File: src/rtl/div_sequencer.sv
// Handshaked 32-bit signed/unsigned divide unit wrapping an iterative restoring divider core.
// The sequencer loads the core through its reset, then enables it for exactly 33 cycles.

module div_32b_unsigned (
  input  logic        clk,
  input  logic        rst_n,
  input  logic        enabled,
  input  logic [31:0] a,
  input  logic [31:0] b,
  output logic [31:0] hi,
  output logic [31:0] lo
);

  logic [31:0] rem_q;
  logic [31:0] quo_q;
  logic [31:0] dvs_q;
  logic [31:0] hi_q;
  logic [31:0] lo_q;
  logic [5:0]  step_q;
  logic [32:0] shifted;
  logic [32:0] diff;

  always_comb begin
    shifted = {rem_q, quo_q[31]};
    diff    = shifted - {1'b0, dvs_q};
  end

  // Steps 0..31 are restoring iterations; step 32 publishes hi/lo. Any further
  // enabled cycle keeps shifting and ruins the remainder.
  always_ff @(posedge clk) begin
    if (!rst_n) begin
      rem_q  <= '0;
      quo_q  <= a;
      dvs_q  <= b;
      step_q <= '0;
      hi_q   <= '0;
      lo_q   <= '0;
    end else if (enabled) begin
      if (step_q == 6'd32) begin
        hi_q <= rem_q;
        lo_q <= quo_q;
      end else if (!diff[32]) begin
        rem_q <= diff[31:0];
        quo_q <= {quo_q[30:0], 1'b1};
      end else begin
        rem_q <= shifted[31:0];
        quo_q <= {quo_q[30:0], 1'b0};
      end
      step_q <= step_q + 6'd1;
    end
  end

  assign hi = hi_q;
  assign lo = lo_q;

endmodule

// state | meaning
// IDLE  | waiting for a request; req_ready high
// LOAD  | core held in reset so it captures |a| and |b|
// RUN   | core enabled, counter 0..32 (32 iterations + finalize)
// FIX   | apply result signs and register the response
// RESP  | response held until resp_ready
module div_sequencer (
  input  logic        clk,
  input  logic        rst_n,
  input  logic        req_valid,
  output logic        req_ready,
  input  logic        req_signed,
  input  logic [31:0] req_a,
  input  logic [31:0] req_b,
  output logic        resp_valid,
  input  logic        resp_ready,
  output logic [31:0] resp_lo,
  output logic [31:0] resp_hi,
  output logic        resp_dbz,
  output logic        resp_zero,
  output logic        busy
);

  typedef enum logic [2:0] {
    IDLE = 3'd0,
    LOAD = 3'd1,
    RUN  = 3'd2,
    FIX  = 3'd3,
    RESP = 3'd4
  } state_t;

  state_t      state, state_nxt;
  logic [5:0]  cnt;
  logic        op_signed;
  logic        a_neg;
  logic        b_neg;
  logic [31:0] mag_a;
  logic [31:0] mag_b;
  logic [31:0] lo_r;
  logic [31:0] hi_r;
  logic        dbz_r;
  logic        zero_r;

  logic        core_rst_n;
  logic        core_en;
  logic        core_load;
  logic [31:0] core_hi;
  logic [31:0] core_lo;

  logic        accept;
  logic        in_a_neg;
  logic        in_b_neg;
  logic [31:0] quo_fix;
  logic [31:0] rem_fix;

  always_ff @(posedge clk) begin
    if (!rst_n) state <= IDLE;
    else        state <= state_nxt;
  end

  always_comb begin
    state_nxt  = state;
    core_en    = 1'b0;
    core_load  = 1'b0;
    resp_valid = 1'b0;
    req_ready  = 1'b0;
    case (state)
      IDLE: begin
        req_ready = rst_n;
        if (req_valid && rst_n) begin
          if (req_b == 32'd0) state_nxt = RESP;
          else                state_nxt = LOAD;
        end
      end
      LOAD: begin
        core_load = 1'b1;
        state_nxt = RUN;
      end
      RUN: begin
        core_en = 1'b1;
        if (cnt == 6'd32) state_nxt = FIX;
      end
      FIX: begin
        state_nxt = RESP;
      end
      RESP: begin
        resp_valid = 1'b1;
        if (resp_ready) state_nxt = IDLE;
      end
      default: state_nxt = IDLE;
    endcase
  end

  always_comb begin
    accept   = req_valid & req_ready;
    in_a_neg = req_signed & req_a[31];
    in_b_neg = req_signed & req_b[31];
    quo_fix  = (op_signed && (a_neg ^ b_neg)) ? (32'd0 - core_lo) : core_lo;
    rem_fix  = (op_signed && a_neg) ? (32'd0 - core_hi) : core_hi;
  end

  always_ff @(posedge clk) begin
    if (!rst_n) begin
      cnt       <= '0;
      op_signed <= 1'b0;
      a_neg     <= 1'b0;
      b_neg     <= 1'b0;
      mag_a     <= '0;
      mag_b     <= '0;
      lo_r      <= '0;
      hi_r      <= '0;
      dbz_r     <= 1'b0;
      zero_r    <= 1'b0;
    end else begin
      case (state)
        IDLE: begin
          cnt <= '0;
          if (accept) begin
            op_signed <= req_signed;
            a_neg     <= in_a_neg;
            b_neg     <= in_b_neg;
            mag_a     <= in_a_neg ? (32'd0 - req_a) : req_a;
            mag_b     <= in_b_neg ? (32'd0 - req_b) : req_b;
            // Divide-by-zero answers straight away; the core is never started.
            if (req_b == 32'd0) begin
              lo_r   <= 32'hFFFF_FFFF;
              hi_r   <= req_a;
              dbz_r  <= 1'b1;
              zero_r <= 1'b0;
            end
          end
        end
        LOAD: cnt <= '0;
        RUN:  cnt <= cnt + 6'd1;
        FIX: begin
          cnt    <= '0;
          lo_r   <= quo_fix;
          hi_r   <= rem_fix;
          dbz_r  <= 1'b0;
          zero_r <= (quo_fix == 32'd0);
        end
        default: cnt <= '0;
      endcase
    end
  end

  assign core_rst_n = rst_n & ~core_load;
  assign busy       = (state != IDLE);
  assign resp_lo    = lo_r;
  assign resp_hi    = hi_r;
  assign resp_dbz   = dbz_r;
  assign resp_zero  = zero_r;

  div_32b_unsigned u_core (
    .clk     (clk),
    .rst_n   (core_rst_n),
    .enabled (core_en),
    .a       (mag_a),
    .b       (mag_b),
    .hi      (core_hi),
    .lo      (core_lo)
  );

endmodule

File: config.mk
export PLATFORM = sky130hd
export DESIGN_NAME = div_sequencer
export DESIGN_NICKNAME = d
export VERILOG_FILES = /design/src/rtl/div_sequencer.sv
export SDC_FILE = /design/constraint.sdc
export NUM_CORES = 1
export LEC_CHECK = 0
export BUFFER_PORTS_ARGS = -buffer_cell sky130_fd_sc_hd__buf_2
export CORE_UTILIZATION = 65
export DETAILED_ROUTE_END_ITERATION = 7
export GPL_TIMING_DRIVEN = 1
export PLACE_DENSITY = 0.83
export SLEW_MARGIN = 20
export SYNTH_ARGS = -nofsm -noshare
export SYNTH_HDL_FRONTEND = slang
export SYNTH_SLANG_ARGS = --single-unit
File: constraint.sdc
create_clock -name clk -period 6.18 [get_ports clk]
set_input_delay 0.618 -clock clk [delete_from_list [all_inputs] [get_ports clk]]
set_output_delay 0.618 -clock clk [all_outputs]
set_load 0.05 [all_outputs]
# After elaboration in Yosys (flattened, before gate mapping)
# Cells that the tools add are included.
[word_totals]
regBits = 308
[op_classes]
n_addsub = 7
eq_ne = 13
muxes = 30
bitwise_logic = 7
reduce_logical = 15
[ops]
columns = ["operator", "count"]
rows = [
  ["32-bit two-way mux", 12],
  ["32-bit case mux with 2 select lines", 2],
  ["1-bit by 32-bit subtractor with 32-bit output (first input constant)", 4],
  ["32-bit zero test", 2],
  ["33-bit by 32-bit subtractor with 33-bit output", 1],
  ["3-bit case mux with 5 select lines", 1],
  ["2-bit != test (second input constant)", 7],
  ["6-bit by 1-bit adder with 6-bit output (second input constant)", 2],
  ["6-bit == test (second input constant)", 2],
  ["3-bit two-way mux", 4],
  ["2-bit AND reduction", 5],
  ["1-bit two-way mux", 9],
  ["3-bit by 2-bit == test with 1-bit output (second input constant)", 2],
  ["3-bit AND reduction", 2],
  ["1-bit AND", 4],
  ["1-bit case mux with 2 select lines", 2],
  ["3-bit by 1-bit == test with 1-bit output (second input constant)", 1],
  ["3-bit == test (second input constant)", 1],
  ["1-bit logical AND", 3],
  ["3-bit zero test", 1],
  ["3-bit nonzero test", 1],
  ["1-bit inverter", 2],
  ["2-bit nonzero test", 1],
  ["1-bit XOR", 1],
]

# Depth between registers and ports, before layout
# Gate-level depths: netlist of the first run.
[logic_depth]
ltp_word = 6
ltp_mapped = 14
ltp_nobuf = 12

# Modules after synthesis
# A second synthesis of the first run with hierarchy kept.
[hier_totals]
hier_cells = 1909
hier_area_um2 = 16255.6
[by_module_without_submodules]
columns = ["module", "n_inst", "cells_per_inst", "area_each_um2"]
rows = [
  ["div_32b_unsigned", 1, 908, 8331.7],
  ["div_sequencer", 1, 1001, 7923.8],
]

# Worst setup path after synthesis of the first run
# Ideal clock, no wire load.
[synth_timing]
path_type = "reg2reg"
from = "register u_core.quo_q[31]"
to = "register u_core.quo_q[0] (data pin)"
setup_time_ps = 270
arrival_ps = 2969
path_slack_ps = 2942
stages_incl_launch_ff = 14
path_buffers = 2
period_less_slack_ps = 3238
cell_sequence = "edfxtp_1 inv_1 ha_1 fa_1 nand2b_1 a211oi_2 o41ai_2 a2111oi_2 o21ai_0 and3_1 clkbuf_1 xor2_1 clkbuf_1 o21ai_0"
[synth_between]
elab_chain_len = 5
[synth_lines]
columns = ["element", "line", "text"]
rows = [
  ["start: declaration", "15", "logic [31:0] quo_q;"],
  ["start signal: assignment", "44", "quo_q <= {quo_q[30:0], 1'b1};"],
  ["start signal: assignment", "47", "quo_q <= {quo_q[30:0], 1'b0};"],
  ["33-bit by 32-bit subtractor with 33-bit output", "25", "diff = shifted - {1'b0, dvs_q};"],
  ["1-bit two-way mux", "42", "end else if (!diff[32]) begin"],
  ["32-bit two-way mux", "39", "if (step_q == 6'd32) begin"],
  ["32-bit two-way mux", "38", "end else if (enabled) begin"],
  ["32-bit two-way mux", "31", "if (!rst_n) begin"],
]
# No other way between the ends. The select of a mux whose other input is x is not followed.
# A chain may end at the register's enable or synchronous reset.

# Worst setup path in the final report of the first run
[layout_timing]
from = "register u_core.quo_q[31]"
to = "register u_core.rem_q[22]"
[layout_between]
elab_chain_len = 2
[layout_lines]
columns = ["element", "line", "text"]
rows = [
  ["33-bit by 32-bit subtractor with 33-bit output", "25", ""],
  ["32-bit two-way mux", "42", ""],
  ["end signal: assignment", "43", "rem_q <= diff[31:0];"],
  ["end signal: assignment", "46", "rem_q <= shifted[31:0];"],
  ["end: declaration", "14", "logic [31:0] rem_q;"],
]
# No other way between the ends.

==> out/results.ini, run 1 <==
[run_status]
status = complete, no violations

[detailed_routing]
drc = 0
viasPerCell = 6.29
post_drt_wl_per_cell_um = 18.8
vias = 14600
antenna_left = 0
dr.pass1.iters = 5
wl_mm = 43.7
drt_iter0_markers = 1507

[logic_synthesis]
yosysTopAreaCell = dfxtp_1
syn_avg_cell_area_um2 = 8.28
synth_ff_type = dfxtp_1
synthTopCellsByArea = dfxtp_1, edfxtp_1, nand2_1
synth_edf_count = 64
synth_fp_nets = 2018
ys_ff_latch = 308
synth.distinct_cells = 72
async_reset_ff_share_pct = 0
synthCells = 1908
ys_seq_area_share_pct = 43.1
synth_top_area_share_pct = 30.9
synthesis.area_um2 = 15800
yosys_warnings = 0

[critical_path]
crit_type = reg -> reg
crit_chain = inv_1 -> ha_1 -> fa_1 -> nand2b_1 -> a211oi_2 -> o41ai_2 -> a2111oi_2 -> o21ai_0 -> and3_1 -> xnor2_2 -> buf_4 -> nand2_1 -> o22ai_1
startpoint_type = flip-flop
reg2reg_from = u_core.quo_q[31]$_DFFE_PP_
worstPathRequired_ns = 6.65
r2r_slack_ns = 2.06
reg2regPathDepth = 13
worstReg2RegEnd = u_core.rem_q[22]$_SDFFE_PN0P_
slowest_stage = xnor2_2
critPathArrivalTime_ns = 4.60
endpoint_kind = flip-flop
slowest_delay_ns = 0.62
cp_max_fo = 11

[clock_tree]
cts-buffers-inserted = 31
clkTransAtPathRegs_ns = 0.07
postCtsHoldBufs = 0
cts_setup_buffers = 0
cts_max_path_buffers = 3
ctsRootBufferMaster = clkbuf_16
htreeDepth = 1
clock_latency_ns = 0.57
cts_sinks = 308
cts_tree = built
ctsResizeCount = 0

[power_and_ir_drop]
powerDensity_nw_per_um2 = 262
ir_drop_uv = 212
p_total_mw = 4.62
power_leakage_nw = 7.01

[floorplanning]
die_height_um = 158
initial_core_util_pct = 66.7
dieWidth_um = 158
rows = 56
io_pins = 138
die_area_um2 = 24900
coreArea_um2 = 23700

[grt]
grt.overflow.total = 0
grt_pass1_vias = 13100
grt_max_degree = 129
grt_pass1_wl_mm = 68.6
groute.usage.overall_pct = 35.0
antenna_found_initial = 1

[sta]
hold_viol_final = 0
slew_headroom_pct = 30.0
final_max_slew_viol_count = 0
fin_crit_sh_pct = 66.7
finClkSkew_ns = 0.0141
rsz0062_at_grt = false
fin_setup_tns_ns = 0
tightest_slew_ns = 1.04
fmax_ghz = 0.243
worst_slack_ns = 2.06
period_minus_slack_ns = 4.12
setup_viol = 0

[finish]
fillers = 1825
multiInputGateArea_um2 = 8410
area_growth_pct = 11.6
utilization_pct = 74.5
regArea_um2 = 6810
nets = 2093
layout-drive-gt1-share_pct = 12.5
final_cell_area_um2 = 17600
antennaDiodeCount = 0

[min_path]
min_from = resp_ready
min_path_type = in -> reg
min_path_cells = 3
min_to = state[2]$_SDFFE_PN0P_

[placed_design]
port_buffers = 137
gpl.final_weighted_congestion = 0.936
place_ws_ns = 1.90
place_area_um2 = 16600
dpl.hpwl_mm = 30.8

[job]
cap_violations = 0

## state kept, by name (all words and copies together), names as in the netlist, 3 cells and up
name           count
cnt                6
u_core.lo         32
u_core.step_q      6
mag_a             32
resp_lo           32
u_core.rem_q      32
u_core.dvs_q      32
resp_hi           32
mag_b             32
u_core.hi         32
state              3
u_core.quo_q      32
## placed cells by master, fill, tap and decap left out, drive strengths merged, types with 4 or more instances in the layout
cell | synthesis | layout
nor3 | 36 | 36
o221a | 19 | 19
and3 | 10 | 10
nand3 | 115 | 115
o211ai | 17 | 17
or4 | 11 | 11
a221oi | 17 | 17
clkbuf | 100 | 42
dfxtp | 244 | 244
a21oi | 168 | 168
o21bai | 4 | 4
o21ai | 135 | 135
o21a | 7 | 7
a21o | 18 | 18
o41ai | 7 | 7
nand4 | 19 | 19
nor2 | 130 | 130
xor2 | 75 | 75
a32oi | 6 | 6
inv | 58 | 59
buf | 12 | 154
nor4 | 22 | 22
ha | 40 | 40
clkinv | 1 | 12
edfxtp | 64 | 64
mux2i | 17 | 17
a2111oi | 4 | 4
a211oi | 6 | 6
nand3b | 4 | 4
o31ai | 21 | 21
and2 | 12 | 12
nand2 | 344 | 344
or3 | 17 | 17
o22ai | 4 | 4
a31oi | 11 | 11
nand2b | 14 | 14
nor2b | 5 | 5
xnor2 | 77 | 77
a22oi | 4 | 4
## metrics by stage
stage,std cells,hold slack (ns)
CTS,2327,0.326
detailed placement,2269,0.415
global route,2327,0.345
floorplan,1908,0.408
global placement,2269,0.412
finish,2327,0.341
## power by group
group          internal, mW  switching (mW)  total (mW)
registers              2.19          0.0712        2.26
logic                 0.171           0.372       0.543
clock network          1.02           0.793        1.82
total                  3.38            1.24        4.62
## cell type report
cell class	instances	area share, %
multi-input combinational	1429	47.7
inverter	59	1.27
sequential	308	38.6
clock inverter	16	0.667
clock buffer	42	4.91
tap	319	2.26
timing repair buffer	154	4.63
## cell families (layout without fill, tap and decap cells)
logic type               after synthesis  count (layout)  synth area share, %
multiplexers                          18              18                 1.15
flip-flops                           308             308                 43.1
XOR/XNOR                             152             152                 8.47
buffers and inverters                171             271                 4.12
adder cells (fa/ha/maj)               41              41                 3.29
AO/OA/AOI/OAI                        470             470                 18.5
AND/OR/NAND/NOR                      748             748                 21.4
## per-layer routing
layer	global-route usage, %	vias up	wire length, µm
met5	0	-	0
met4	12.8	0	1410
met3	3.89	112	3920
met2	56.4	770	20100
met1	48.4	6886	18300
li1	-	6878	-
## critical path: cells and delay by family (launching register included)
family                   cells  cell delay (ns)
AO/OA/AOI/OAI                5             1.38
XOR/XNOR                     1             0.62
adder cells (fa/ha/maj)      2             0.60
buffers and inverters        2             0.39
flip-flops                   1             0.37
AND/OR/NAND/NOR              3             0.64
## synthesized netlist by cell type, types with 17 or more instances
cell type,number
dfxtp_1,244
o211ai_1,17
a221oi_1,17
xor2_1,74
nor3_1,34
nand2_1,344
or3_1,17
o221a_2,19
a21oi_1,168
inv_1,58
o31ai_1,20
ha_1,40
nand4_1,19
nor2_1,130
nand3_1,114
o21ai_0,135
mux2i_1,17
clkbuf_1,100
edfxtp_1,64
nor4_1,21
xnor2_1,77
a21o_1,18
## worst max-delay path by stage
stage	depth (start not counted)	endpoint	startpoint	slack, ns
4_1_cts	13	u_core.rem_q[22]$_SDFFE_PN0P_	u_core.quo_q[31]$_DFFE_PP_	2.07
6_report	13	u_core.rem_q[22]$_SDFFE_PN0P_	u_core.quo_q[31]$_DFFE_PP_	2.06
5_1_grt	13	u_core.rem_q[22]$_SDFFE_PN0P_	u_core.quo_q[31]$_DFFE_PP_	1.79
3_3_place_gp	10	u_core.rem_q[10]$_SDFFE_PN0P_	rst_n	2.01
3_5_place_dp	10	u_core.rem_q[22]$_SDFFE_PN0P_	rst_n	1.90
2_1_floorplan	13	u_core.quo_q[0]$_DFFE_PP_	u_core.quo_q[31]$_DFFE_PP_	2.94
Note: power is estimated with default switching activity, not from simulation.
==> run 2: changes to the inputs <==
Settings changed: CORE_UTILIZATION 65 to 60, PLACE_DENSITY 0.83 to 0.77.
Clock period 6.18 ns to 3.8 ns, I/O delays scaled along.
==> run 2 against run 1 <==
Effect of this change:
- non-clock buffer count up 11
- clock-buffer cell count up 4
- sequential power up 62%
- die area up 8.2%
- combinational power up 64%
- fmax up 15%
- setup slack worse by 1.8 ns
- register-to-register slack worse by 1.8 ns
- design area up 2.5%
- routed wire length down 1.9%
- utilization down 4.7 points
==> out/results.ini, run 2 (same netlist as run 1, synthesis figures left out) <==
[finish]
final_cell_area_um2 = 18100  ; was 17600 µm²
final_cell_mix = nand2_1, dfxtp_1, a21oi_1  ; unchanged
antennaDiodeCount = 0  ; unchanged
fillers = 2024  ; was 1825
final_common_cell = nand2_1  ; unchanged
area_growth_pct = 14.4  ; was 11.6%
layout.cells.non_filler = 2358  ; was 2327
layout-drive-gt1-share_pct = 13.2  ; was 12.5%
nets = 2107  ; was 2093
utilization_pct = 69.8  ; was 74.5%

[power_and_ir_drop]
p_total_mw = 8.23  ; was 4.62 mW
power_leakage_nw = 7.22  ; was 7.01 nW
powerDensity_nw_per_um2 = 456  ; was 262 nW/µm²
ir_drop_uv = 441  ; was 212 µV

[detailed_routing]
viasPerCell = 6.11  ; was 6.29
wl_mm = 42.8  ; was 43.7 mm
post_drt_wl_per_cell_um = 18.2  ; was 18.8 µm
drt_iter0_markers = 1520  ; was 1507
antenna_left = 0  ; unchanged
dr.pass1.iters = 6  ; was 5
drc = 0  ; unchanged
vias = 14400  ; was 14600

[placed_design]
place_area_um2 = 16800  ; was 16600 µm²
placed_cells = 2296  ; was 2269
place_ws_ns = 0.122  ; was 1.90 ns
gpl.final_weighted_congestion = 0.968  ; was 0.936
port_buffers = 137  ; unchanged
dpl.hpwl_mm = 30.3  ; was 30.8 mm

[clock_tree]
cts_setup_buffers = 0  ; unchanged
clock_latency_ns = 0.52  ; was 0.57 ns
cts-buffers-inserted = 34  ; was 31
cts_sinks = 308  ; unchanged
cts_tree = built  ; unchanged
ctsResizeCount = 0  ; unchanged
cts_max_path_buffers = 3  ; unchanged
clkTransAtPathRegs_ns = 0.06  ; was 0.07 ns
htreeDepth = 2  ; was 1
postCtsHoldBufs = 0  ; unchanged
ctsRootBufferMaster = clkbuf_16  ; unchanged

[critical_path]
crit_type = reg -> reg  ; unchanged
cp_max_fo = 16  ; was 11
worstPathRequired_ns = 4.25  ; was 6.65 ns
startpoint_type = flip-flop  ; unchanged
endpoint_kind = flip-flop  ; unchanged
critPathArrivalTime_ns = 4.02  ; was 4.60 ns

[sta]
period_minus_slack_ns = 3.57  ; was 4.12 ns
final_max_slew_viol_count = 0  ; unchanged
slew_headroom_pct = 31.2  ; was 30.0%
whs_ns = 0.134  ; was 0.341 ns
hold_viol_final = 0  ; unchanged
fin_setup_tns_ns = 0  ; unchanged
finClkSkew_ns = 0.0153  ; was 0.0141 ns
fmax_ghz = 0.280  ; was 0.243 GHz
setup_viol = 0  ; unchanged
fin_crit_sh_pct = 94.0  ; was 66.7%
worst_slack_ns = 0.226  ; was 2.06 ns
tightest_slew_ns = 1.02  ; was 1.04 ns
rsz0062_at_grt = false  ; unchanged

[floorplanning]
die_height_um = 164  ; was 158 µm
rows = 59  ; was 56
die_area_um2 = 27000  ; was 24900 µm²
coreArea_um2 = 25900  ; was 23700 µm²
dieWidth_um = 164  ; was 158 µm
initial_core_util_pct = 61.0  ; was 66.7%
io_pins = 138  ; unchanged

[grt]
groute.usage.overall_pct = 31.6  ; was 35.0%
grt.overflow.total = 0  ; unchanged
antenna_found_initial = 0  ; was 1
grt_max_degree = 128  ; was 129
grt_pass1_vias = 13300  ; was 13100
grt_pass1_wl_mm = 67.9  ; was 68.6 mm

[min_path]
min_path_type = in -> reg  ; unchanged

[run_status]
status = complete, no violations  ; unchanged

[job]
cap_violations = 0  ; unchanged

-- run 2: cell count changes in the layout (fill, tap and decap cells not counted), moves of 2 or more --
cell | before | now
clkbuf_8 | 5 | 3
buf_12 | 0 | 4
clkbuf_16 | 31 | 39
buf_4 | 16 | 24
clkbuf_1 | 6 | 4
bufinv_16 | 1 | 6
clkinvlp_4 | 3 | 0
clkinv_2 | 8 | 6
-- run 2: layer usage --
metal | wire [µm] | up-vias | track usage [%]
li1 | - | 6910 | -
met4 | 1610 | 0 | 12.8
met3 | 3280 | 129 | 5.10
met2 | 19900 | 636 | 51.7
met5 | 0 | - | 0
met1 | 18100 | 6729 | 41.5
-- run 2: final cells by class --
type / count / area [µm²] / area share [%]
Multi-Input combinational cell: 1429 / 8410 / 46.5
Sequential cell: 308 / 6810 / 37.7
Clock buffer: 46 / 1030 / 5.71
Timing Repair Buffer: 165 / 946 / 5.23
Tap cell: 335 / 419 / 2.32
Clock inverter: 16 / 235 / 1.30
Inverter: 59 / 224 / 1.24
-- run 2: power by group --
group	internal (mW)	total (mW)	switching, mW	leakage, nW
Combinational	0.286	0.891	0.605	3.95
Sequential	3.56	3.67	0.111	2.65
Clock	2.32	3.67	1.35	0.627
Total	6.17	8.23	2.07	7.22
-- run 2: final timing paths --
| kind | cells past startpoint | slack [ns] | end | from |
|---|---|---|---|---|
| setup / recovery | 13 | 0.23 | u_core.rem_q[3]$_SDFFE_PN0P_ | u_core.quo_q[31]$_DFFE_PP_ |
| hold / removal | 3 | 0.13 | state[2]$_SDFFE_PN0P_ | resp_ready |
| setup reg to reg | 13 | 0.23 | u_core.rem_q[3]$_SDFFE_PN0P_ | u_core.quo_q[31]$_DFFE_PP_ |
| hold reg to reg | 0 | 0.43 | u_core.dvs_q[30]$_DFFE_PN_ | mag_b[30]$_SDFFE_PN0P_ |
-- run 2: critical path, cell delays in order (launching register included) --
cell	delay [ns]
edfxtp_1	0.37
inv_1	0.05
ha_1	0.20
fa_1	0.41
nand2b_1	0.20
a211oi_2	0.30
o41ai_2	0.20
a2111oi_4	0.39
o21ai_0	0.14
and3_1	0.26
xor2_1	0.18
buf_4	0.21
or4_1	0.53
nand3_1	0.09
